## src/rtl/spi_sched_pkg.sv

```systemverilog
// Shared types for the SPI scheduler: FSM state encoding and data width helper.
// Optional BUSY watchdog is enabled by defining SPI_SCHED_TIMEOUT_EN.
package spi_sched_pkg;

  typedef enum logic [2:0] {
    S_IDLE  = 3'd0,
    S_START = 3'd1,
    S_BUSY  = 3'd2,
    S_DONE  = 3'd3,
    S_GAP   = 3'd4
  } state_t;

  function automatic int data_w(input int width_log);
    return 1 << width_log;
  endfunction

endpackage

```

## src/rtl/spi_rr_arb.sv

```systemverilog
// Rotating-priority pick: first asserted request at or after ptr, wrapping.
// Purely combinational; returns one-hot grant, its index and an any flag.
module spi_rr_arb
  import spi_sched_pkg::*;
#(
  parameter  int N  = 4,
  localparam int IW = $clog2(N)
) (
  input  logic [N-1:0]  req,
  input  logic [IW-1:0] ptr,
  output logic [N-1:0]  gnt,
  output logic [IW-1:0] idx,
  output logic          any
);

  int j;

  always_comb begin
    gnt = '0;
    idx = '0;
    any = 1'b0;
    j   = 0;
    for (int k = 0; k < N; k++) begin
      j = int'(ptr) + k;
      if (j >= N) j = j - N;
      if (!any && req[j]) begin
        any    = 1'b1;
        gnt[j] = 1'b1;
        idx    = IW'(j);
      end
    end
  end

endmodule

```

## src/rtl/spi_sched.sv

```systemverilog
// Round-robin scheduler sharing one SPI master among N_REQ requesters.
// Define SPI_SCHED_TIMEOUT_EN to add a BUSY watchdog that reports rsp_err.
module spi_sched
  import spi_sched_pkg::*;
#(
  parameter  int N_REQ             = 4,
  parameter  int SPI_MAX_WIDTH_LOG = 4,
  parameter  int GAP_CYCLES        = 4,
  parameter  int TIMEOUT_CYCLES    = 4096,
  localparam int DATA_W            = data_w(SPI_MAX_WIDTH_LOG),
  localparam int IW                = $clog2(N_REQ),
  localparam int SW                = SPI_MAX_WIDTH_LOG
) (
  input  logic                  clk,
  input  logic                  rst_n,
  input  logic [N_REQ-1:0]      req_valid,
  output logic [N_REQ-1:0]      req_ready,
  input  logic [N_REQ-1:0]      req_cpol,
  input  logic [N_REQ-1:0]      req_cpha,
  input  logic [N_REQ*SW-1:0]   req_width,
  input  logic [N_REQ*DATA_W-1:0] req_tx_data,
  output logic [N_REQ-1:0]      rsp_valid,
  output logic                  rsp_err,
  output logic [DATA_W-1:0]     rsp_rx_data,
  output logic                  spi_start,
  output logic                  spi_cpol,
  output logic                  spi_cpha,
  output logic [SW-1:0]         spi_width,
  output logic [DATA_W-1:0]     spi_tx_data,
  input  logic                  spi_finish,
  input  logic [DATA_W-1:0]     spi_rx_data,
  output logic [N_REQ-1:0]      spi_cs_sel
);

  localparam int GW = $clog2(GAP_CYCLES + 1);

  state_t            state, state_nx;
  logic [IW-1:0]     rr, owner, win_idx;
  logic [N_REQ-1:0]  win_oh, owner_oh;
  logic              win_any;
  logic [GW-1:0]     gap_cnt;
  logic              cpol_q, cpha_q;
  logic [SW-1:0]     width_q;
  logic [DATA_W-1:0] tx_q, rx_q;
  logic              tmo_hit;

  spi_rr_arb #(.N(N_REQ)) u_arb (
    .req (req_valid),
    .ptr (rr),
    .gnt (win_oh),
    .idx (win_idx),
    .any (win_any)
  );

  assign owner_oh = N_REQ'(1) << owner;

`ifdef SPI_SCHED_TIMEOUT_EN
  localparam int TW = $clog2(TIMEOUT_CYCLES + 1);
  logic [TW-1:0] tmo_cnt;
  logic          err_q;

  assign tmo_hit = (tmo_cnt == TW'(TIMEOUT_CYCLES - 1));

  always_ff @(posedge clk or negedge rst_n) begin
    if (!rst_n) begin
      tmo_cnt <= '0;
      err_q   <= 1'b0;
    end else begin
      if (state == S_START) tmo_cnt <= '0;
      else if (state == S_BUSY) tmo_cnt <= tmo_cnt + TW'(1);
      if (state == S_IDLE) err_q <= 1'b0;
      else if (state == S_BUSY && !spi_finish && tmo_hit) err_q <= 1'b1;
    end
  end

  assign rsp_err = (state == S_DONE) && err_q;
`else
  localparam int tmo_unused = TIMEOUT_CYCLES;
  assign tmo_hit = 1'b0;
  assign rsp_err = 1'b0;
`endif

  always_ff @(posedge clk or negedge rst_n) begin
    if (!rst_n) state <= S_IDLE;
    else        state <= state_nx;
  end

  always_comb begin
    state_nx = state;
    unique case (state)
      S_IDLE:  if (win_any) state_nx = S_START;
      S_START: state_nx = S_BUSY;
      S_BUSY:  if (spi_finish || tmo_hit) state_nx = S_DONE;
      S_DONE:  state_nx = S_GAP;
      S_GAP:   if (gap_cnt == GW'(GAP_CYCLES - 1)) state_nx = S_IDLE;
      default: state_nx = S_IDLE;
    endcase
  end

  always_comb begin
    req_ready  = '0;
    rsp_valid  = '0;
    spi_start  = 1'b0;
    spi_cs_sel = '0;
    unique case (1'b1)
      state == S_START: begin
        req_ready  = owner_oh;
        spi_start  = 1'b1;
        spi_cs_sel = owner_oh;
      end
      state == S_BUSY: spi_cs_sel = owner_oh;
      state == S_DONE: rsp_valid  = owner_oh;
      default: ;
    endcase
  end

  // Winner's fields are latched so the requester may change them after ready.
  always_ff @(posedge clk or negedge rst_n) begin
    if (!rst_n) begin
      rr      <= '0;
      owner   <= '0;
      cpol_q  <= 1'b0;
      cpha_q  <= 1'b0;
      width_q <= '0;
      tx_q    <= '0;
      rx_q    <= '0;
      gap_cnt <= '0;
    end else begin
      if (state == S_IDLE && win_any) begin
        owner   <= win_idx;
        rr      <= (win_idx == IW'(N_REQ - 1)) ? '0 : win_idx + IW'(1);
        cpol_q  <= req_cpol[win_idx];
        cpha_q  <= req_cpha[win_idx];
        width_q <= req_width[win_idx*SW +: SW];
        tx_q    <= req_tx_data[win_idx*DATA_W +: DATA_W];
      end
      if (state == S_BUSY) begin
        if (spi_finish)   rx_q <= spi_rx_data;
        else if (tmo_hit) rx_q <= '0;
      end
      if (state == S_DONE)     gap_cnt <= '0;
      else if (state == S_GAP) gap_cnt <= gap_cnt + GW'(1);
    end
  end

  assign spi_cpol    = cpol_q;
  assign spi_cpha    = cpha_q;
  assign spi_width   = width_q;
  assign spi_tx_data = tx_q;
  assign rsp_rx_data = rx_q;

endmodule

```

## config.mk

```make
export PLATFORM = sky130hd
export DESIGN_NAME = spi_sched
export DESIGN_NICKNAME = d
export VERILOG_FILES = /design/src/rtl/spi_sched_pkg.sv /design/src/rtl/spi_rr_arb.sv /design/src/rtl/spi_sched.sv
export SDC_FILE = /design/constraint.sdc
export NUM_CORES = 1
export LEC_CHECK = 0
export CAP_MARGIN = 20
export CORE_AREA = 2 2 98 100
export DETAILED_ROUTE_END_ITERATION = 8
export DIE_AREA = 0 0 100 102
export PLACE_DENSITY = 0.73
export SYNTH_ARGS = -nofsm -noshare
export SYNTH_HDL_FRONTEND = slang
export SYNTH_HIERARCHICAL = 1
export SYNTH_SLANG_ARGS = --single-unit
```

## constraint.sdc

```tcl
create_clock -name clk -period 5.6 [get_ports clk]
set_clock_uncertainty 0.2 [all_clocks]
set_input_delay 1.12 -clock clk [delete_from_list [all_inputs] [get_ports clk]]
set_output_delay 1.12 -clock clk [all_outputs]
set_load 0.05 [all_outputs]
```

# --- Word-level counts from Yosys, hierarchy flattened ---
# Index checks and enable logic that the tools add are counted.
word_totals:
  register_bits: 48
  wordCells: 90
classes:
  order_cmp: 9
  n_addsub: 9
  n_reduce_logical: 12
  muxes: 39
  n_shift: 3
  n_eq_ne: 9
ops:
  columns: ["op", "count"]
  rows:
  - ["$lt A32 B4 Y1 const B", 4]
  - ["$mux W32", 4]
  - ["$ge A32 B4 Y1 const B", 3]
  - ["$sub A32 B4 Y32 const B", 3]
  - ["$shiftx A64 B7 Y16", 1]
  - ["$shiftx A16 B5 Y4", 1]
  - ["$mux W1", 15]
  - ["$mux W3", 5]
  - ["$pmux W3 S5", 1]
  - ["$bmux W1 S2", 6]
  - ["$mux W4", 3]
  - ["$mux W2", 5]
  - ["$eq A3 B2 Y1 const B", 3]
  - ["$add A2 B2 Y3 const B", 2]
  - ["$ne A2 B2 Y1 const B", 3]
  - ["$logic_and A1 B1 Y1", 4]
  - ["$shl A1 B2 Y4 const A", 1]
  - ["$sub A2 B3 Y4 const B", 1]
  - ["$add A2 B1 Y3 const B", 1]
  - ["$add A3 B1 Y3 const B", 1]
  - ["$eq A3 B1 Y1 const B", 1]
  - ["$eq A3 B3 Y1 const B", 1]
  - ["$ge A2 B3 Y1 const B", 1]
  - ["$logic_not A1 Y1", 3]
  - ["8 further kinds", 8]

# --- Depth between registers and ports, before layout ---
# Gate-level depths: netlist of the first run.
logic_depth:
  depth_word: 17
  depth_mapped: 12
  depth_no_buf: 9

# --- Modules after synthesis ---
# Netlist of the first run, hierarchy kept.
modules_own_cells:
  columns: ["mod", "area_per_inst_um2", "n_inst", "seq_area_each_um2", "cells_each"]
  rows:
  - ["spi_sched", 2590.0, 1, 1201.2, 171]
  - ["spi_rr_arb", 459.2, 1, 0.0, 48]

# --- Worst setup path before layout of the first run ---
# Ideal clock, no wire load.
synth_path:
  path_kind: "input-to-reg"
  startpoint: "in req_valid[3]"
  endpoint: "reg tx_q[13], in the netlist spi_tx_data[13]"
  t_arrival_ns: 3.319
  required_ns: 5.275
  path_slack_ns: 1.956
  path_stages: 7
  path_cell_list: "mux4_2 clkbuf_1 o31ai_1 buf_6 buf_6 mux4_1 mux2_2"
synth_between:
  elab_chain_cells: 14
  elab_cells_between_ends: 28
synth_rtl:
  columns: ["element", "line", "rtl"]
  rows:
  - ["start, declared", "spi_sched.sv:16", "input logic [N_REQ-1:0] req_valid,"]
  - ["$bmux W1 S2", "spi_rr_arb.sv:26", "if (!any && req[j]) begin"]
  - ["$mux W1 (not written as such) (2 in a row)", "spi_rr_arb.sv:26", null]
  - ["$mux W1", "spi_rr_arb.sv:26", null]
  - ["$logic_not A1 Y1", "spi_rr_arb.sv:26", null]
  - ["$logic_and A1 B1 Y1", "spi_rr_arb.sv:26", null]
  - ["$mux W1", "spi_rr_arb.sv:26", null]
  - ["$logic_not A1 Y1", "spi_rr_arb.sv:26", null]
  - ["$logic_and A1 B1 Y1", "spi_rr_arb.sv:26", null]
  - ["$mux W1", "spi_rr_arb.sv:26", null]
  - ["$logic_not A1 Y1", "spi_rr_arb.sv:26", null]
  - ["$logic_and A1 B1 Y1", "spi_rr_arb.sv:26", null]
  - ["$mux W2 *", "spi_rr_arb.sv:26", null]
  - ["net win_idx[0]", "spi_sched.sv:38", "logic [IW-1:0] rr, owner, win_idx;"]
  - ["$shiftx A64 B7 Y16 *", "spi_sched.sv:135", "tx_q <= req_tx_data[win_idx*DATA_W +: DATA_W];"]
  - ["end signal, assigned", "spi_sched.sv:135", null]
  - ["end, declared", "spi_sched.sv:44", "logic [DATA_W-1:0] tx_q, rx_q;"]
# The timed path passes the listed nets; every way through them passes the cells marked *. The select of a mux whose other input is x is not followed.
# A chain may end at the register's enable or synchronous reset.

# --- Worst setup path in the final report of the first run ---
layout_path:
  startpoint: "in req_valid[3]"
  endpoint: "reg tx_q[4], in the netlist spi_tx_data[4]"
# Same word-level chain as after synthesis.

==> results of run 1 <==
cell usage in the layout (no fill, tap or decap), types with 4 or more instances in the layout:
master	instances
clkbuf_8	5
clkdlybuf4s50_1	160
dfrtp_1	48
ha_1	4
inv_1	6
mux2_1	4
mux2_2	39
mux4_1	10
mux4_2	16
nand2_1	6
nand2b_1	7
nor2_1	16
nor3_1	4
sequential cells by signal, summed over array words and instances (netlist names):
name and flops:
gap_cnt 3, owner 2, rr 2, rsp_rx_data 16, spi_cpha 1, spi_cpol 1
spi_tx_data 16, spi_width 4, state 3
through the flow:
stage	instances	hold WS [ns]	util [%]	instance area [um^2]
after detailed placement	460	0.294	49.9	4550
after floorplan	200	0.281	-	2880
after global routing	469	0.331	51.4	4690
final	469	0.312	51.4	4690
after CTS	468	0.318	51.2	4670
after global placement	460	0.289	49.9	4550
power by group through the flow:
stage	registers, W	logic [W]	clock network (W)
floorplan	0.00113	0.00121	0
CTS	0.000672	0.00225	0.000268
global placement	0.000670	0.00220	0
detailed placement	0.000676	0.00224	0
global route	0.000699	0.00236	0.000283
finish	0.000669	0.00221	0.000257
layer usage:
layer  up-vias  GRT usage [%]
li1       1083              -
met5         -              0
met4         0           4.11
met3         7           5.06
met1      1088           16.0
met2       121           27.1
area by class of cell:
cell class | instances | area share [%]
Clock buffer | 5 | 1.47
Clock inverter | 3 | 1.01
Inverter | 6 | 0.481
Multi-Input combinational cell | 131 | 33.0
Sequential cell | 48 | 25.6
Tap cell | 111 | 2.96
Timing Repair Buffer | 165 | 35.5
how the worst max path moves through the flow:
stage	end	slack (ns)	depth (start not counted)
after floorplan	spi_tx_data[13]	1.96	8
after global placement	spi_tx_data[15]	1.02	8
after detailed placement	spi_tx_data[4]	0.95	8
after CTS	spi_tx_data[4]	1.27	8
after global routing	spi_width[3]	1.14	8
final	spi_tx_data[4]	1.37	8
==> impl_results.md, run 1 <==
* Slew headroom at 42.7%
* Chip height at 102 um
* Critical-path cell with the highest stage delay: o31ai_4
* Post-route clock period utilization at 75.6%
* Sequential Area at 1200 um^2
* Number of buffers on the longest clock path at 2
* Outcome: complete, no violations
* Source of the critical timing path: req_valid[3]
* CP Buf/Inv Count at 2
* Hold path startpoint: rsp_rx_data[14]
* # rows at 35
* Startpoint types: input port
* Layout cells sized above 1 at 20.7%
* Cells on Worst Hold Path at 1
* Width of the die at 100 um
* Switching share of power at 45.9%
* Overall die area at 10,200 um^2
* Cell type with the highest occurrence count on the critical path: mux4_1
* GRT Overall Usage at 14.7%
* Cells resized by post-CTS repair at 0
* PnR Total Power at 0.00314 W
* Yosys warning total at 6
* Highest routed layer: met4
* Number of DRC markers after the initial detailed-route iteration at 33
* Number of antenna violations at the first check in global routing at 0
* FF-to-FF path depth at 9
* Sequential share of power at 21.3%
* Post-synthesis to final-layout area growth at 62.6%
* Unrepaired setup endpoints after global routing: no
* Cell-by-cell trace of the critical path: clkdlybuf4s50_1 -> mux4_1 -> nor2b_1 -> nor2_1 -> o31ai_4 -> buf_12 -> mux4_1 -> mux2_2
* Met3 wire length at 727 um
* Setup fix buffers added after clock tree synthesis at 0
* Critical path peak fanout at 15
* Origin of the critical flop-to-flop path: rr[0]
* Cell count after synthesis at 200
* Internal cell power at 0.00170 W
* Clock latency reported for the late side of the worst-skew pair at 0.30 ns
* Total setup violations reported at the end of the flow at 0
* Setup slack, reg-to-reg at 1.90 ns
* Top delay family on crit path: multiplexers
* Switching power total at 0.00144 W
* Clock-pin slew on the worst setup and hold paths at 0.10 ns
* CTS Buf Count at 5
* Max incr delay on CP at 0.70 ns
* Number of antenna-violating nets in the routed design at 0
* Worst min path class: flop to flop
* Max-slew violation count at 0
* Capture instance of the worst register-to-register path: spi_tx_data[4]
* HPWL after detailed placement at 5950 um
* Amount of wire on met2 after detailed routing at 3810 um
* Power share of the clock group at 8.2%
* DRC violations left at 0
* Global-route congestion overflow total at 0
* Via count at 2,299
* Mapped Nets at 315
* First-pass GRT wire length at 11,600 um
* Routed WL at 7360 um
* CTS tree: built
* Worst-Margin Slew at 0.859 ns
* H-tree level count at 2
* Leakage power total at 1.85 nW
* Hold Crit Endpoint: rsp_rx_data[14]
* Avg Vias per Cell at 4.90
* Total of buffers placed on input and output ports at 161
* Clk Tree Root Cell: clkbuf_8
* Critical Path End Type: flop
* Final hold viol count at 0
* Antenna Diode Count at 0
* Critical path data arrival time at 4.23 ns
* Largest net degree at the start of global routing at 49
* Post-Route M1 WL at 2740 um
* Synthesized area divided by synthesized cell count at 14.4 um^2
* # IOs at 163
* Worst Path Required at 5.59 ns
* Initial Utilization at 31.6%
* Combinational power share at 70.5%
* Setup slack after layout at 1.37 ns
* Setup TNS Final at 0 ns
* Multi-input gate area at 1550 um^2
* Hold bufs inserted after CTS at 0
* GPL Wtd Cong at 0.754
* Number of nets in the final layout at 472
* Average routed wire per standard cell at 15.7 um
* Pre-CTS setup slack at 0.948 ns
* Setup CP Type: input port to flop
* Time the final worst path needs with I/O delays and setup at 4.23 ns
* Power density cells at 670 nW/um^2
* Peak VDD IR at 0.304 mV
* DR pass1 iterations at 4
* Number of max-cap violations at 0
* Core Footprint at 9110 um^2
* Synthesized cell area at 2880 um^2
* Fill cell instance count of the final layout at 806
* Vias in the first global route at 2,393
* Number of clock sinks at 48
* Fmax at 236 MHz
(Power assumes the default switching activity.)
==> inputs of run 2 (changes only) <==
clock period = 4.2 ns   (was 5.6 ns; I/O delays follow)
==> run 2 against run 1 <==
Net effect:
- largest power group unchanged
- critical path type unchanged
- combinational power is 33% higher
- die area unchanged
- final area shrank 0.13%
- hold slack better by 0.0011 ns
- routed wire length rose by 1.2%
- clock power increased by 31%
- cell count rose by 0.21%
- critical endpoint is now spi_width[3]
- highest routed layer unchanged
- count of clock-buffer cells in the layout did not move
- sequential share of layout area about the same
==> impl_results.md, run 2 (synthesis gave the netlist of run 1 again) <==
* Outcome: complete, no violations
* Final cell count without fillers at 470 (+0.21%)
* Critical path peak fanout at 14 (-1)
* DR pass1 iterations at 4 (unchanged)
* Average routed wire per standard cell at 15.9 um (+1.0%)
* Setup CP Type: input port to flop
* Width of the die at 100 um (unchanged)
* Fmax at 276 MHz
* Initial Utilization at 31.6% (unchanged)
* Unrepaired setup endpoints after global routing: no
* Number of buffers on the longest clock path at 2 (unchanged)
* # rows at 35 (unchanged)
* # IOs at 163 (unchanged)
* Number of DRC markers after the initial detailed-route iteration at 39 (+18%)
* Worst Path Required at 4.19 ns (-1.40 ns)
* Routed WL at 7450 um (+1.2%)
* Number of clock sinks at 48 (unchanged)
* Core Footprint at 9110 um^2 (unchanged)
* Cells resized by post-CTS repair at 0 (unchanged)
* Vias in the first global route at 2,451 (+2.4%)
* Total setup violations reported at the end of the flow at 0 (unchanged)
* Source of the critical timing path: req_valid[0]
* Peak VDD IR at 0.351 mV (+15%)
* Leakage power total at 1.84 nW (-0.16%)
* Via count at 2,335 (+1.6%)
* Time the final worst path needs with I/O delays and setup at 3.62 ns
* Chip height at 102 um (unchanged)
* Hold bufs inserted after CTS at 0 (unchanged)
* Critical path data arrival time at 3.61 ns (-0.62 ns)
* GRT Overall Usage at 14.5% (-0.12 points)
* # placed instances at 462 (+0.43%)
* Slew headroom at 50.0% (+7.2 points)
* Clock-pin slew on the worst setup and hold paths at 0.09 ns (about the same)
* Final hold viol count at 0 (unchanged)
* CTS tree: built
* Startpoint types: input port
* Post-route clock period utilization at 86.2%
* DRC violations left at 0 (unchanged)
* Avg Vias per Cell at 4.97 (+1.3%)
* Overall die area at 10,200 um^2 (unchanged)
* Number of antenna-violating nets in the routed design at 0 (unchanged)
* GPL Wtd Cong at 0.734 (-2.7%)
* Worst-Margin Slew at 0.748 ns (-0.111 ns)
* H-tree level count at 2 (unchanged)
* Setup fix buffers added after clock tree synthesis at 0 (unchanged)
* Post-synthesis to final-layout area growth at 62.4%
* Layout cells sized above 1 at 20.9% (+0.22 points)
* Antenna Diode Count at 0 (unchanged)
* Max-slew violation count at 0 (unchanged)
* Power density cells at 891 nW/um^2 (+33%)
* Most frequent cells in the layout: clkdlybuf4s50_1, dfrtp_1, mux2_2, nor2_1, mux4_2
* Total of buffers placed on input and output ports at 161 (unchanged)
* Critical Path End Type: flop
* First-pass GRT wire length at 11,500 um (-0.72%)
* Origin of the critical flop-to-flop path: rr[0]
* Global-route congestion overflow total at 0 (unchanged)
* Largest net degree at the start of global routing at 27 (-45%)
* Hold path startpoint: spi_width[2]
* Clock latency reported for the late side of the worst-skew pair at 0.29 ns (about the same)
* Setup TNS Final at 0 ns (unchanged)
* Number of antenna violations at the first check in global routing at 0 (unchanged)
* Clk Tree Root Cell: clkbuf_8
* Pre-CTS setup slack at 0.265 ns (-0.683 ns)
* Worst min path class: flop to flop
* Most common library cell in the layout ignoring fill and taps: clkdlybuf4s50_1
* Setup slack after layout at 0.582 ns (-0.784 ns)
* HPWL after detailed placement at 6060 um (+1.8%)
* Number of max-cap violations at 0 (unchanged)
* CTS Buf Count at 5 (unchanged)
* Number of nets in the final layout at 473 (+0.21%)
run 2: cell type report:
class / instances / area, um^2
clock buffers: 5 / 68.8
clock inverters: 3 / 46.3
fillers: 800 / 4430
inverters: 6 / 22.5
multi-input cells: 131 / 1550
flip-flops and latches: 48 / 1200
well taps: 111 / 139
repair buffers: 166 / 1660
run 2: worst max-delay path: stages:
cell             delay [ns]
clkdlybuf4s50_1        0.47
mux4_1                 0.64
and2b_2                0.24
o21ai_0                0.28
o31ai_4                0.15
buf_4                  0.23
mux4_1                 0.47
mux2_2                 0.28
run 2: routing by layer:
layer  part of all wire (%)  track usage (%)  routed length (um)
met4                    1.2             4.00                  90
met1                     37             15.7                2760
met3                    8.9             4.86                 664
met2                     53             27.3                3930
met5                      0                0                   0
run 2: final timing paths:
path                       cells past startpoint  slack [ns]        endpoint
min                                            1        0.31    spi_width[2]
min in group asynchronous                      1        0.34  rsp_rx_data[7]
min reg2reg                                    1        0.31    spi_width[2]
max in group asynchronous                      2        2.93  spi_tx_data[5]
max reg2reg                                    9        0.73    spi_width[3]
max                                            8        0.58    spi_width[3]
run 2: through the flow:
stage,instance area (um^2),hold WS [ns],util [%],total power [W]
floorplan,2880,0.281,-,0.00312
global placement,4540,0.288,49.9,0.00382
detailed placement,4560,0.295,50.1,0.00388
CTS,4680,0.318,51.4,0.00424
global route,4680,0.335,51.4,0.00443
finish,4680,0.313,51.4,0.00417
run 2: where the power goes:
group          internal [W]  switching, W  leakage (nW)
sequential         0.000706      0.000191         0.572
clock              0.000179      0.000157        0.0548
combinational       0.00137       0.00157          1.22
==> inputs of run 3 (changes only) <==
PLACE_DENSITY = 0.7   (was 0.73)
==> run 3 against run 2 <==
Net effect:
- first-iteration DRC count increased by 64%
- routed wire length shrank 1.7%
- final area is 0.11% higher
- largest power group unchanged
- largest cell class unchanged
==> impl_results.md, run 3 (synthesis gave the netlist of run 1 again) <==
* Fill cell instance count of the final layout at 774 (-3.3%)
* Max incr delay on CP at 0.63 ns (about the same)
* Switching share of power at 45.7% (-0.26 points)
* Power density cells at 891 nW/um^2 (about the same)
* DRC violations left at 0 (unchanged)
* Number of buffers on the longest clock path at 2 (unchanged)
* Via count at 2,295 (-1.7%)
* Width of the die at 100 um (unchanged)
* Antenna Diode Count at 0 (unchanged)
* Avg Vias per Cell at 4.89 (-1.5%)
* CP Buf/Inv Count at 2 (unchanged)
* Worst-Margin Slew at 0.741 ns (-0.00759 ns)
* Global-route congestion overflow total at 0 (unchanged)
* DR pass1 iterations at 4 (unchanged)
* Vias in the first global route at 2,287 (-6.7%)
* Cells resized by post-CTS repair at 0 (unchanged)
* CTS Buf Count at 5 (unchanged)
* Time the final worst path needs with I/O delays and setup at 3.54 ns (-0.0826 ns)
* Number of DRC markers after the initial detailed-route iteration at 64 (+64%)
* GRT Overall Usage at 14.1% (-0.41 points)
* Core Footprint at 9110 um^2 (unchanged)
* Number of clock sinks at 48 (unchanged)
* H-tree level count at 2 (unchanged)
* Number of antenna violations at the first check in global routing at 0 (unchanged)
* Average routed wire per standard cell at 15.6 um (-1.4%)
* Final hold viol count at 0 (unchanged)
* Switching power total at 0.00191 W (-0.54%)
* # rows at 35 (unchanged)
* Fmax at 283 MHz (+2.3%)
* Worst min path class: input port to asynchronous set/reset pin
* Number of nets in the final layout at 472 (-0.21%)
* Setup TNS Final at 0 ns (unchanged)
* Number of max-cap violations at 0 (unchanged)
* Cell-by-cell trace of the critical path: clkdlybuf4s50_1 -> mux4_1 -> and2b_2 -> o21ai_0 -> o31ai_4 -> buf_12 -> mux4_1 -> mux2_2
* Most frequent cells in the layout: clkdlybuf4s50_1, dfrtp_1, mux2_2, nor2_1, mux4_2
* Clock latency reported for the late side of the worst-skew pair at 0.30 ns (about the same)
* Overall die area at 10,200 um^2 (unchanged)
* Worst Path Required at 4.20 ns (about the same)
* CTS tree: built
* Setup CP Type: input port to flop
* # IOs at 163 (unchanged)
* Total of buffers placed on input and output ports at 161 (unchanged)
* HPWL after detailed placement at 5780 um (-4.6%)
* Initial Utilization at 31.6% (unchanged)
* Final hold slack at 0.276 ns (-0.0365 ns)
* Hold bufs inserted after CTS at 0 (unchanged)
* Leakage power total at 1.84 nW (about the same)
* Combinational power share at 70.2% (-0.2 points)
* Max-slew violation count at 0 (unchanged)
* Layout cells sized above 1 at 20.7% (-0.22 points)
* Total setup violations reported at the end of the flow at 0 (unchanged)
* Post-synthesis to final-layout area growth at 62.6%
* Routed WL at 7330 um (-1.7%)
* Setup slack, reg-to-reg at 0.83 ns (+0.10 ns)
* Startpoint types: input port
* Outcome: complete, no violations
* Top delay family on crit path: multiplexers
* Slew headroom at 50.5% (+0.51 points)
* Peak VDD IR at 0.398 mV (+14%)
* Largest net degree at the start of global routing at 32 (+19%)
* Setup fix buffers added after clock tree synthesis at 0 (unchanged)
* Critical-path cell with the highest stage delay: mux4_1
* GPL Wtd Cong at 0.754 (+2.8%)
* Clock-pin slew on the worst setup and hold paths at 0.10 ns (about the same)
* Clk Tree Root Cell: clkbuf_8
* Post-route clock period utilization at 84.2% (-2.0 points)
* Critical path data arrival time at 3.53 ns (-0.08 ns)
* Most common library cell in the layout ignoring fill and taps: clkdlybuf4s50_1
* Internal cell power at 0.00226 W (+0.51%)
* Sequential share of power at 21.5% (about the same)
* Power share of the clock group at 8.3% (+0.2 points)
* Number of antenna-violating nets in the routed design at 0 (unchanged)
* Unrepaired setup endpoints after global routing: no
* Chip height at 102 um (unchanged)
* Cell type with the highest occurrence count on the critical path: mux4_1
* Critical Path End Type: flop
* First-pass GRT wire length at 11,200 um (-2.8%)
* Critical path peak fanout at 25 (+11)
-- run 3: layer usage --
layer / GRT usage (%) / share of wire, % / up-vias
met4: 4.11 / 1.8 / 0
li1: - / - / 1077
met5: 0 / 0 / -
met1: 16.1 / 38 / 1087
met2: 24.7 / 50 / 122
met3: 5.54 / 10 / 9
-- run 3: power groups by stage --
stage / logic, W / registers (W) / clock network (W)
6_report: 0.00293 / 0.000899 / 0.000345
5_1_grt: 0.00312 / 0.000940 / 0.000376
4_1_cts: 0.00298 / 0.000904 / 0.000360
3_5_place_dp: 0.00297 / 0.000909 / 0
3_3_place_gp: 0.00293 / 0.000901 / 0
2_1_floorplan: 0.00162 / 0.00150 / 0
-- run 3: path summary, 6_finish.rpt --
path                                  from               to  cells after the start
min reg2reg                rsp_rx_data[13]  rsp_rx_data[13]                      1
max reg2reg                          rr[0]  spi_tx_data[15]                      9
min                                  rst_n  spi_tx_data[15]                      1
max                           req_valid[2]  spi_tx_data[15]                      8
max in group asynchronous            rst_n     spi_width[2]                      2
min in group clk           rsp_rx_data[13]  rsp_rx_data[13]                      1
-- run 3: metrics by stage --
| step | cell area (um^2) | power (W) | worst slack [ns] | std cells | utilization, % |
|---|---|---|---|---|---|
| global placement | 4550 | 0.00383 | 0.373 | 460 | 49.9 |
| CTS | 4680 | 0.00424 | 0.652 | 469 | 51.4 |
| detailed placement | 4570 | 0.00388 | 0.320 | 461 | 50.2 |
| global route | 4680 | 0.00444 | 0.543 | 469 | 51.4 |
| floorplan | 2880 | 0.00312 | 0.843 | 200 | - |
| finish | 4680 | 0.00417 | 0.664 | 469 | 51.4 |
-- run 3: worst reg2reg max path, delay by kind of cell, from the launching register on --
| family | cells | cell delay, ns |
|---|---|---|
| flops | 1 | 0.66 |
| buf+inv | 2 | 0.34 |
| mux | 3 | 1.24 |
| fa+ha+maj | 1 | 0.36 |
| compound gates | 2 | 0.24 |
| simple gates | 1 | 0.23 |
-- run 3: cell type report --
type                            instances  area [um^2]  share of cell area (%)
Clock inverter                          3         46.3                   0.988
Inverter                                6         22.5                   0.481
Timing Repair Buffer                  165         1660                    35.5
Multi-Input combinational cell        131         1550                    33.0
Tap cell                              111          139                    2.96
Clock buffer                            5         68.8                    1.47
Sequential cell                        48         1200                    25.6
